## src/rtl/bf_out_uart.sv

```systemverilog
// Byte FIFO in front of an 8N1 UART transmitter for the processor's '.' output.
// A write into an idle, empty block is popped on the next edge, with no bypass path.
module bf_out_uart #(
    parameter int CLKS_PER_BIT = 16,
    parameter int DEPTH        = 8
) (
    input  logic       clock,
    input  logic       reset,
    input  logic [7:0] out_data,
    input  logic       out_valid,
    output logic       out_ready,
    input  logic       clr_ovf,
    output logic       tx,
    output logic       busy,
    output logic [3:0] count,
    output logic       overflow
);

    localparam int AW = (DEPTH > 1) ? $clog2(DEPTH) : 1;

    localparam logic [1:0] IDLE  = 2'd0;
    localparam logic [1:0] START = 2'd1;
    localparam logic [1:0] DATA  = 2'd2;
    localparam logic [1:0] STOP  = 2'd3;

    localparam logic [7:0]    LAST_CNT = 8'(CLKS_PER_BIT - 1);
    localparam logic [3:0]    FULL_CNT = 4'(DEPTH);
    localparam logic [AW-1:0] LAST_PTR = AW'(DEPTH - 1);

    logic [7:0]    mem [DEPTH];
    logic [AW-1:0] wr_ptr;
    logic [AW-1:0] rd_ptr;
    logic [1:0]    state;
    logic [7:0]    bit_cnt;
    logic [2:0]    bit_idx;
    logic [7:0]    shift;

    logic full;
    logic bit_last;
    logic pop;
    logic wr_en;
    logic drop;

    assign full     = (count == FULL_CNT);
    assign bit_last = (bit_cnt == LAST_CNT);
    // A pop happens when the line is free: from IDLE, or on the last STOP cycle.
    assign pop      = (count != 4'd0) && ((state == IDLE) || (state == STOP && bit_last));
    assign wr_en    = out_valid && (!full || pop);
    assign drop     = out_valid && full && !pop;

    assign out_ready = (count < FULL_CNT);
    assign busy      = (state != IDLE);

    always_ff @(posedge clock) begin
        if (wr_en) begin
            mem[wr_ptr] <= out_data;
        end
    end

    always_ff @(posedge clock or posedge reset) begin
        if (reset) begin
            wr_ptr   <= '0;
            rd_ptr   <= '0;
            count    <= 4'd0;
            overflow <= 1'b0;
        end else begin
            if (wr_en) begin
                wr_ptr <= (wr_ptr == LAST_PTR) ? '0 : wr_ptr + 1'b1;
            end
            if (pop) begin
                rd_ptr <= (rd_ptr == LAST_PTR) ? '0 : rd_ptr + 1'b1;
            end
            case ({wr_en, pop})
                2'b10:   count <= count + 4'd1;
                2'b01:   count <= count - 4'd1;
                default: count <= count;
            endcase
            // A drop wins over a same-edge clear so no lost byte goes unreported.
            if (drop) begin
                overflow <= 1'b1;
            end else if (clr_ovf) begin
                overflow <= 1'b0;
            end
        end
    end

    // tx is loaded with the level of the state being entered, so it never glitches.
    always_ff @(posedge clock or posedge reset) begin
        if (reset) begin
            state   <= IDLE;
            bit_cnt <= 8'd0;
            bit_idx <= 3'd0;
            shift   <= 8'd0;
            tx      <= 1'b1;
        end else begin
            case (state)
                IDLE: begin
                    tx <= 1'b1;
                    if (pop) begin
                        shift   <= mem[rd_ptr];
                        bit_cnt <= 8'd0;
                        state   <= START;
                        tx      <= 1'b0;
                    end
                end
                START: begin
                    if (bit_last) begin
                        bit_cnt <= 8'd0;
                        bit_idx <= 3'd0;
                        state   <= DATA;
                        tx      <= shift[0];
                    end else begin
                        bit_cnt <= bit_cnt + 8'd1;
                    end
                end
                DATA: begin
                    if (bit_last) begin
                        bit_cnt <= 8'd0;
                        if (bit_idx == 3'd7) begin
                            state <= STOP;
                            tx    <= 1'b1;
                        end else begin
                            bit_idx <= bit_idx + 3'd1;
                            shift   <= {1'b0, shift[7:1]};
                            tx      <= shift[1];
                        end
                    end else begin
                        bit_cnt <= bit_cnt + 8'd1;
                    end
                end
                default: begin
                    if (bit_last) begin
                        bit_cnt <= 8'd0;
                        if (pop) begin
                            shift <= mem[rd_ptr];
                            state <= START;
                            tx    <= 1'b0;
                        end else begin
                            state <= IDLE;
                            tx    <= 1'b1;
                        end
                    end else begin
                        bit_cnt <= bit_cnt + 8'd1;
                    end
                end
            endcase
        end
    end

endmodule

```

## config.mk

```make
export PLATFORM = sky130hd
export DESIGN_NAME = bf_out_uart
export DESIGN_NICKNAME = d
export VERILOG_FILES = /design/src/rtl/bf_out_uart.sv
export SDC_FILE = /design/constraint.sdc
export NUM_CORES = 1
export LEC_CHECK = 0
export BUFFER_PORTS_ARGS = -buffer_cell sky130_fd_sc_hd__buf_4
export CAP_MARGIN = 20
export CORE_ASPECT_RATIO = 1.25
export CORE_MARGIN = 2
export CORE_UTILIZATION = 57
export CTS_BUF_LIST = sky130_fd_sc_hd__clkbuf_4
export DETAILED_ROUTE_END_ITERATION = 10
export PLACE_DENSITY = 0.86
export SLEW_MARGIN = 15
export SYNTH_ARGS = -nofsm -noshare
export SYNTH_HDL_FRONTEND = slang
export SYNTH_SLANG_ARGS = --single-unit
```

## constraint.sdc

```tcl
create_clock -name clock -period 5 [get_ports clock]
set_clock_uncertainty 0.05 [all_clocks]
set_input_delay 0.5 -clock clock [delete_from_list [all_inputs] [get_ports clock]]
set_output_delay 0.5 -clock clock [all_outputs]
set_load 0.005 [all_outputs]
```

==> run metrics, run 1 <==
crit path capture type flop; largest net degree at the start of global routing 34; #FFs+latches synth 97; Initial Utilization 0.584; sequential cell area 2750 sq um; outcome finished clean; cts bufs inserted 9; Period Utilization, post-route 0.626; Worst R2R Start state[0]; Yosys cell types 44; GR peak layer met2; final instance area 4640 sq um; clock latency at the later pin of the worst-skew pair 0.44 ns; setup bufs post-CTS 0; Iter 0 DRT Violations 181; Critical Path RT 5.02 ns; DP Worst Slack 1.76 ns; post-CTS sizing 0; die width 81.6 microns; Syn Std Cell Area 4290 sq um; Fin. Hold Viols 0; Port Buffers 19; sequential share of the synthesized area 0.640; syn_nets 312; M1 GR Usage 0.236; GPL Wtd Cong 0.829; die area 8250 sq um; Tmin final 3.13 ns; Clock Tree Root clkbuf_4; hold_ws 0.0679 ns; met3 usage in global routing 0.0448; Peak VDD IR 344 uV; synth warn 0; Post-synth EDFFs 64; Crit path arrival time 3.15 ns; worst setup path startpoint state[0]; vias 2,444; Max Fclk 0.320 GHz; GR Util met2 0.331; Mapped Cells 287; average routed wire per standard cell 18.1 microns; power density over cell area 537 nW/um^2; io pins 20; DP HPWL 5000 microns; H-Tree Depth 3; fin nets 332; number of global-route vias before repair 2,406; Multi-input gate area 1460 sq um; drt drc 0; Leakage 1.73 nW; initial antenna violation count 0; Post-Syn Area per Cell 15.0 sq um; clock buffer depth 2; largest area contributor in the netlist edfxtp_1; vias per cell 6.05; gr usage total 0.195; top_reg_cell synth edfxtp_1; DRT Pass-1 Iters 4; first-pass GRT wire length 11,600 microns; CP max FO 13; Antenna Nets Post-Route 0; layout cells sized above 1 0.250; CTS Sinks 97; PnR worst setup slack 1.87 ns; Yosys top cell area share 0.448; critical path class flop to flop; Core Util, Final 0.630; final setup TNS 0 ns; ranking of synthesized cells by area edfxtp_1 (45%), dfrtp_1 (19%), mux4_2 (8.4%); CTS tree yes; RSZ-0062 raised after global routing no; async set-reset flop share out of synthesis 0.340; non-filler cells, final 404; measured slew at the worst slew-check pin 0.989 ns; Rows 35; Max-slew headroom 0.341; clock slew at reported path FFs 0.16 ns; Hold WC Path Type primary input to async pin; P&R area growth vs syn 7.95%; Antenna diodes 0; Overflow after GRT 0; Max Cap Violations 0; cts hold-fix bufs 0; Die Y 101 microns; Setup Viol. Count Final 0; Cell Area, Placed 4510 sq um; CORE AREA 7360 sq um; # placed instances 387; Design Power 2.49 mW; crit start category flop; routed wire length 7290 microns; Slew Limit Fails 0; filler cell count 536
[layout make-up]
cell class / instances / area share
inverter: 10 / 0.00810
timing repair buffer: 21 / 0.0335
sequential: 97 / 0.593
multi-input combinational: 168 / 0.315
clock buffer: 9 / 0.0146
tap: 92 / 0.0248
clock inverter: 7 / 0.0113
[cells by family (layout without fill, tap and decap cells)]
kind of cell	count (synthesis)	count (layout)	synth area share
XOR/XNOR	5	5	0.0102
buffers and inverters	22	47	0.0213
AO/OA/AOI/OAI	45	45	0.0714
adder cells (fa/ha/maj)	13	13	0.0379
flip-flops	97	97	0.640
AND/OR/NAND/NOR	66	66	0.0778
multiplexers	39	39	0.141
[cell usage after synthesis (all sizes together), types with 8 or more instances]
cell type / instances
mux2i: 10
o21ai: 23
mux4: 16
dfrtp: 32
edfxtp: 64
ha: 13
mux2: 13
nand2: 23
inv: 10
nand3: 8
nor2: 15
[path summary, 6_finish.rpt]
| check | endpoint | slack (ns) | cells past startpoint |
|---|---|---|---|
| min reg2reg | tx | 0.44 | 2 |
| max reg2reg | mem[2][0] | 1.87 | 6 |
| min in group clock | overflow | 0.18 | 2 |
| max in group asynchronous | tx | 4.48 | 3 |
| max | mem[2][0] | 1.87 | 6 |
| min | count[0] | 0.07 | 3 |
[registers in the layout (all words and copies together), names as in the netlist]
| register | flops |
|---|---|
| state | 2 |
| rd_ptr | 3 |
| shift | 8 |
| count | 4 |
| bit_idx | 3 |
| overflow | 1 |
| wr_ptr | 3 |
| mem | 64 |
| tx | 1 |
| bit_cnt | 8 |
[power breakdown]
group	internal (mW)	switching [mW]	total [mW]
registers	1.04	0.205	1.25
clock network	0.107	0.264	0.371
logic	0.460	0.407	0.867
[per-layer routing]
layer	vias up	part of all wire	wire length (microns)
met3	15	0.029	212
met2	49	0.55	3980
met4	0	0.024	178
met5	-	0	0
li1	1136	-	-
met1	1244	0.40	2920
[layout by cell type, fill, tap and decap left out, types with 2 or more instances in the layout]
cell type,n
edfxtp_1,64
dfrtp_1,32
nand2_1,23
o21ai_0,22
buf_4,20
mux4_2,16
nor2_1,15
mux2_2,13
ha_1,13
inv_1,10
mux2i_1,10
clkbuf_4,9
nand3_1,8
nand2b_1,4
a22o_1,4
o22ai_1,3
xnor2_1,3
o31ai_1,3
inv_6,3
or3_1,2
nor4_1,2
xor2_1,2
nor3_2,2
a22o_2,2
o41ai_1,2
nor3_1,2
a31oi_1,2
clkinv_2,2
[critical path, cell delays in order (launching register included)]
cell and delay (ns):
dfrtp_1 0.45, inv_1 0.11, ha_1 0.47, inv_1 0.21, a31oi_1 0.47, nand2b_1 0.25
nor2_1 0.75
(Power assumes the default switching activity.)
==> run 2: changes to the inputs <==
--- a/config.mk
+++ b/config.mk
@@ -5,6 +5,7 @@
 export SDC_FILE = /design/constraint.sdc
 export NUM_CORES = 1
 export LEC_CHECK = 0
+export ABC_AREA = 1
 export BUFFER_PORTS_ARGS = -buffer_cell sky130_fd_sc_hd__buf_4
 export CAP_MARGIN = 20
 export CORE_ASPECT_RATIO = 1.25
@@ -12,7 +13,7 @@
 export CORE_UTILIZATION = 57
 export CTS_BUF_LIST = sky130_fd_sc_hd__clkbuf_4
 export DETAILED_ROUTE_END_ITERATION = 10
-export PLACE_DENSITY = 0.86
+export PLACE_DENSITY = 0.89
 export SLEW_MARGIN = 15
 export SYNTH_ARGS = -nofsm -noshare
 export SYNTH_HDL_FRONTEND = slang
==> constraint.sdc (replaced) <==
create_clock -name clock -period 2.5 [get_ports clock]
set_clock_uncertainty 0.05 [all_clocks]
set_input_delay 0.25 -clock clock [delete_from_list [all_inputs] [get_ports clock]]
set_output_delay 0.25 -clock clock [all_outputs]
set_load 0.005 [all_outputs]
==> run 2 against run 1 <==
- global-route usage up 4.6 points
- first-iteration DRC count up 67%
- maximum frequency up 35%
- via count up 29%
- clock power up 140%
- utilization up 3.3 points
- worst hold slack worse by 0.049 ns
==> run metrics, run 2 <==
outcome finished clean (unchanged); Int Pwr 2.49 mW (was 1.61 mW); Clock Tree Root clkbuf_4 (unchanged); Net Sw Frac 0.294 (was 0.352); CORE AREA 7400 sq um (was 7360 sq um); first-pass GRT wire length 14,600 microns (was 11,600 microns); P&R area growth vs syn 12.1% (was 7.95%); Clock Power Share 0.249 (was 0.149); crit start category flop (unchanged); max reg flops 64 (unchanged); average routed wire per standard cell 16.9 microns (was 18.1 microns); # placed instances 530 (was 387); Post-Syn Area per Cell 10.4 sq um (was 15.0 sq um); M1 GR Usage 0.276 (was 0.236); met3 usage in global routing 0.0504 (was 0.0448); Period Utilization, post-route 0.929 (was 0.626); clock buffer depth 2 (unchanged); number of global-route vias before repair 3,086 (was 2,406); count leader, synth nand2_1 (was edfxtp_1); non-filler cells, final 555 (was 404); Tmin final 2.32 ns (was 3.13 ns); routed wire length 9400 microns (was 7290 microns); CP max FO 8 (was 13); Multi-input gate area 1440 sq um (was 1460 sq um); most common cell after layout, fill and taps aside nand2_1 (was edfxtp_1); GR peak layer met2 (unchanged); gr usage total 0.242 (was 0.195); vias 3,156 (was 2,444); clock slew at reported path FFs 0.15 ns (was 0.16 ns); NetSw 1.04 mW (was 876 uW); Hold WC Path Type primary input to flop (was primary input to async pin); PnR worst setup slack 0.179 ns (was 1.87 ns); H-Tree Depth 3 (unchanged); Post-synth EDFFs 64 (unchanged); sequential cell area 2750 sq um (unchanged); Port Buffers 19 (unchanged); Yosys cell types 34 (was 44); die width 82.4 microns (was 81.6 microns); top_reg_cell synth edfxtp_1 (unchanged); Most flops, register mem (unchanged); Slew Limit Fails 0 (unchanged); critical path class flop to flop (unchanged); drt drc 0 (unchanged); async set-reset flop share out of synthesis 0.340 (unchanged); Max Cap Violations 0 (unchanged); sequential share of the synthesized area 0.628 (was 0.640); filler cell count 533 (was 536); top post-synthesis cells by count nand2_1 (102), edfxtp_1 (64), nor2_1 (54) (was edfxtp_1 (64), dfrtp_1 (32), nand2_1 (23)); GR Util met2 0.417 (was 0.331); initial antenna violation count 0 (unchanged); fin nets 483 (was 332); Max-slew headroom 0.436 (was 0.341); largest net degree at the start of global routing 35 (was 34); final setup TNS 0 ns (unchanged); measured slew at the worst slew-check pin 0.845 ns (was 0.989 ns); CTS Sinks 97 (unchanged); synth warn 0 (unchanged); DP Worst Slack 0.202 ns (was 1.76 ns); power density over cell area 719 nW/um^2 (was 537 nW/um^2); #FFs+latches synth 97 (unchanged); GPL Wtd Cong 0.959 (was 0.829); RSZ-0062 raised after global routing no (unchanged); final instance area 4900 sq um (was 4640 sq um); cts bufs inserted 9 (unchanged); Mapped Cells 420 (was 287); biggest regs mem (64), bit_cnt (8), shift (8) (unchanged); vias per cell 5.69 (was 6.05); Overflow after GRT 0 (unchanged); clock latency at the later pin of the worst-skew pair 0.46 ns (was 0.44 ns); Max Fclk 0.431 GHz (was 0.320 GHz); Antenna diodes 0 (unchanged); crit path capture type flop (unchanged); Reg power frac 0.578 (was 0.503); Crit path arrival time 2.45 ns (was 3.15 ns); die area 8400 sq um (was 8250 sq um); post-CTS sizing 0 (unchanged); Yosys top cell area share 0.439 (was 0.448); largest area contributor in the netlist edfxtp_1 (unchanged); Rows 35 (unchanged); Cell Area, Placed 4670 sq um (was 4510 sq um); Setup Viol. Count Final 0 (unchanged); Antenna Nets Post-Route 0 (unchanged); CTS tree yes (unchanged); Iter 0 DRT Violations 303 (was 181); Fin. Hold Viols 0 (unchanged); Initial Utilization 0.591 (was 0.584); io pins 20 (unchanged); Leakage 2.02 nW (was 1.73 nW); DP HPWL 6570 microns (was 5000 microns); combinational fraction of design power 0.173 (was 0.348); cts hold-fix bufs 5 (was 0); ranking of synthesized cells by area edfxtp_1 (44%), dfrtp_1 (18%), nand2_1 (8.8%) (was edfxtp_1 (45%), dfrtp_1 (19%), mux4_2 (8.4%)); DRT Pass-1 Iters 6 (was 4); setup bufs post-CTS 0 (unchanged); layout cells sized above 1 0.123 (was 0.250); Syn Std Cell Area 4380 sq um (was 4290 sq um); Core Util, Final 0.663 (was 0.630); syn_nets 445 (was 312); most frequent cells in the layout nand2_1 (102), edfxtp_1 (64), nor2_1 (54) (was edfxtp_1 (64), dfrtp_1 (32), nand2_1 (23)); Peak VDD IR 617 uV (was 344 uV); Critical Path RT 2.63 ns (was 5.02 ns); Die Y 102 microns (was 101 microns)
[run 2: worst paths after layout]
check / end / start / slack, ns / cells after the start
max: mem[3][5] / state[0] / 0.18 / 9
min: mem[2][0] / out_data[0] / 0.02 / 1
max reg2reg: mem[3][5] / state[0] / 0.18 / 9
min reg2reg: tx / tx / 0.45 / 2
max in group asynchronous: tx / reset / 1.68 / 4
min in group asynchronous: wr_ptr[0] / reset / 0.36 / 4
[run 2: cell families (layout without fill, tap and decap cells)]
group	Yosys count	after routing	synth area share
simple gates	176	176	0.165
flops	97	97	0.628
compound gates	79	79	0.111
buf+inv	48	91	0.0435
fa+ha+maj	13	13	0.0372
xor+xnor	6	6	0.0120
mux	1	1	0.00257
[run 2: power groups by stage]
stage	sequential (mW)	clock [mW]	combinational (mW)
2_1_floorplan	2.04	0	0.337
3_3_place_gp	2.06	0	0.560
3_5_place_dp	2.07	0	0.593
4_1_cts	2.03	0.884	0.601
5_1_grt	2.05	0.957	0.683
6_report	2.04	0.878	0.610
[run 2: layout make-up]
class	instances	area share
flip-flops and latches	97	0.560
multi-input cells	275	0.293
repair buffers	39	0.0643
inverters	36	0.0286
well taps	92	0.0235
clock buffers	10	0.0153
clock inverters	6	0.0151
[run 2: per-layer routing]
metal / routed length [microns] / part of all wire
met1: 3570 / 0.38
met2: 4860 / 0.52
met3: 488 / 0.052
met4: 484 / 0.051
met5: 0 / 0
[run 2: critical path, cell delays in order (launching register included)]
cell	delay, ns
dfrtp_1	0.44
inv_1	0.11
ha_1	0.26
nor2_1	0.07
a21oi_2	0.20
nand2_4	0.12
a31oi_4	0.25
nand2_1	0.23
nor2_1	0.15
buf_4	0.18
[run 2: stage by stage]
stage,hold slack (ns),total power [mW]
4_1_cts,0.00848,3.52
6_report,0.0186,3.52
3_3_place_gp,0.316,2.62
2_1_floorplan,0.299,2.38
3_5_place_dp,0.322,2.66
5_1_grt,0.000786,3.69
==> run 3: changes to the inputs <==
--- a/config.mk
+++ b/config.mk
@@ -6,14 +6,18 @@
 export NUM_CORES = 1
 export LEC_CHECK = 0
 export ABC_AREA = 1
+export ABC_CLOCK_PERIOD_IN_PS = 2500
 export BUFFER_PORTS_ARGS = -buffer_cell sky130_fd_sc_hd__buf_4
 export CAP_MARGIN = 20
+export CELL_PAD_IN_SITES_DETAIL_PLACEMENT = 1
+export CELL_PAD_IN_SITES_GLOBAL_PLACEMENT = 2
 export CORE_ASPECT_RATIO = 1.25
 export CORE_MARGIN = 2
-export CORE_UTILIZATION = 57
+export CORE_UTILIZATION = 38
 export CTS_BUF_LIST = sky130_fd_sc_hd__clkbuf_4
 export DETAILED_ROUTE_END_ITERATION = 10
 export PLACE_DENSITY = 0.89
+export SETUP_SLACK_MARGIN = 0.3
 export SLEW_MARGIN = 15
 export SYNTH_ARGS = -nofsm -noshare
 export SYNTH_HDL_FRONTEND = slang
==> run 3 against run 2 <==
- final cell count is 9.9% higher
- sequential share of layout area is 1.4 points lower
- worst hold slack better by 0.17 ns
- utilization is 21 points lower
- die area is 48% higher
==> run metrics, run 3 (synthesis results as in run 2) <==
drt drc 0 (unchanged); final setup TNS 0 ns (unchanged); max reg flops 64 (unchanged); crit path capture type flop (unchanged); Worst R2R Start state[0] (unchanged); Fin. Hold Viols 0 (unchanged); die area 12,400 sq um (was 8400 sq um); Overflow after GRT 0 (unchanged); layout cells sized above 1 0.150 (was 0.123); hold endpoint overflow (was mem[2][0]); CORE AREA 11,100 sq um (was 7400 sq um); reg-to-reg slack, setup 0.39 ns (was 0.18 ns); Setup Viol. Count Final 0 (unchanged); # placed instances 576 (was 530); critical path class flop to flop (unchanged); H-Tree Depth 3 (unchanged); CP max FO 8 (unchanged); vias 3,169 (was 3,156); Reg-to-Reg End mem[6][6] (was mem[3][5]); io pins 20 (unchanged); first-pass GRT wire length 17,200 microns (was 14,600 microns); Core Util, Final 0.452 (was 0.663); Slew Limit Fails 0 (unchanged); outcome finished clean (unchanged); Multi-input gate area 1450 sq um (was 1440 sq um); Reg2Reg Depth 9 (unchanged); RSZ-0062 raised after global routing no (unchanged); clock slew at reported path FFs 0.14 ns (was 0.15 ns); filler cell count 1,239 (was 533); WHS Path Cells 3 (was 1); routed wire length 10,700 microns (was 9400 microns); GPL Wtd Cong 0.867 (was 0.959); Leakage 2.06 nW (was 2.02 nW); Max Fclk 0.474 GHz (was 0.431 GHz); non-filler cells, final 610 (was 555); Die Y 124 microns (was 102 microns); gr usage total 0.186 (was 0.242); clock buffer depth 2 (unchanged); Clock Tree Root clkbuf_4 (unchanged); Design Power 3.40 mW (was 3.52 mW); initial antenna violation count 1 (was 0); DP Worst Slack 0.113 ns (was 0.202 ns); power density over cell area 675 nW/um^2 (was 719 nW/um^2); largest net degree at the start of global routing 34 (was 35); crit start category flop (unchanged); number of global-route vias before repair 3,380 (was 3,086); Crit path arrival time 2.23 ns (was 2.45 ns); PnR worst setup slack 0.390 ns (was 0.179 ns); most frequent cells in the layout nand2_1 (100), edfxtp_1 (64), nor2_1 (54) (was nand2_1 (102), edfxtp_1 (64), nor2_1 (54)); Max Cap Violations 0 (unchanged); sequential cell area 2750 sq um (about the same); Most flops, register mem (unchanged); fin nets 494 (was 483); Peak VDD IR 545 uV (was 617 uV); cts bufs inserted 9 (unchanged); DRT Pass-1 Iters 4 (was 6); die width 100 microns (was 82.4 microns); Hold WC Path Type primary input to flop (unchanged); CTS Sinks 97 (unchanged); average routed wire per standard cell 17.6 microns (was 16.9 microns); Tmin final 2.11 ns (was 2.32 ns); Max-slew headroom 0.654 (was 0.436); clock latency at the later pin of the worst-skew pair 0.45 ns (was 0.46 ns); CTS tree yes (unchanged); Initial Utilization 0.393 (was 0.591); Critical Path RT 2.62 ns (was 2.63 ns); P&R area growth vs syn 15.0% (was 12.1%); Iter 0 DRT Violations 196 (was 303); biggest regs mem (64), bit_cnt (8), shift (8) (unchanged); most common cell after layout, fill and taps aside nand2_1 (unchanged); hold_sp out_valid (was out_data[0]); DP HPWL 7730 microns (was 6570 microns); Rows 43 (was 35); vias per cell 5.20 (was 5.69); Period Utilization, post-route 0.844 (was 0.929); Port Buffers 19 (unchanged); measured slew at the worst slew-check pin 0.519 ns (was 0.845 ns); Antenna Nets Post-Route 0 (unchanged)
-- run 3: cell count changes in the layout (fill, tap and decap cells not counted), sizes merged --
cell         delta
dlygate4sd3     +1
diode           +1
clkinv          +4
inv             -1
bufinv          -1
clkinvlp        -2
buf            +10
-- run 3: worst max-delay path by stage --
stage                     startpoint         to  slack (ns)  cells after the start
final                       state[0]  mem[6][6]        0.39                      9
after global routing        state[0]  mem[2][1]        0.29                      9
after CTS                   state[1]  mem[6][4]        0.30                      9
after detailed placement    state[1]  mem[6][6]        0.11                      9
after global placement      state[0]  mem[6][3]        0.24                      9
after floorplan             state[0]  mem[0][0]        0.30                      8
-- run 3: stage by stage --
stage | area (sq um) | hold slack [ns]
finish | 5030 | 0.185
global route | 5030 | 0.167
CTS | 4950 | 0.00428
detailed placement | 4740 | 0.339
global placement | 4740 | 0.326
floorplan | 4380 | 0.299
-- run 3: power by group --
group | total, mW | internal, mW | switching, mW
sequential | 2.04 | 1.92 | 0.113
clock | 0.738 | 0.221 | 0.517
combinational | 0.622 | 0.244 | 0.377
-- run 3: final cells by class --
| cell class | instances | share of cell area |
|---|---|---|
| Sequential cell | 97 | 0.546 |
| Multi-Input combinational cell | 275 | 0.289 |
| Timing Repair Buffer | 50 | 0.0795 |
| Tap cell | 135 | 0.0336 |
| Inverter | 36 | 0.0278 |
| Clock buffer | 10 | 0.0149 |
| Clock inverter | 6 | 0.00845 |
| Antenna cell | 1 | 0.000497 |
-- run 3: critical path: stages (launching register included) --
cell and delay, ns:
dfrtp_2 0.46, inv_2 0.10, ha_4 0.18, nor2_1 0.06
a21oi_2 0.20, nand2_4 0.12, a31oi_4 0.22, nand2_2 0.14
nor2_1 0.12, buf_4 0.18
-- run 3: layer usage --
metal / GRT usage / part of all wire / up-vias / wire [microns]
li1: - / - / 1527 / -
met1: 0.215 / 0.41 / 1558 / 4370
met2: 0.342 / 0.53 / 67 / 5720
met3: 0.0331 / 0.036 / 17 / 391
met4: 0.0771 / 0.022 / 0 / 237
met5: 0 / 0 / - / 0
-- run 3: timing repair --
action,4_1_cts,5_1_grt
endpoints found under the hold margin,42,22
hold buffers,6,4
gates resized for setup,5,2
setup buffers,2,5
setup endpoints to repair,65,65
pin swaps,2,2
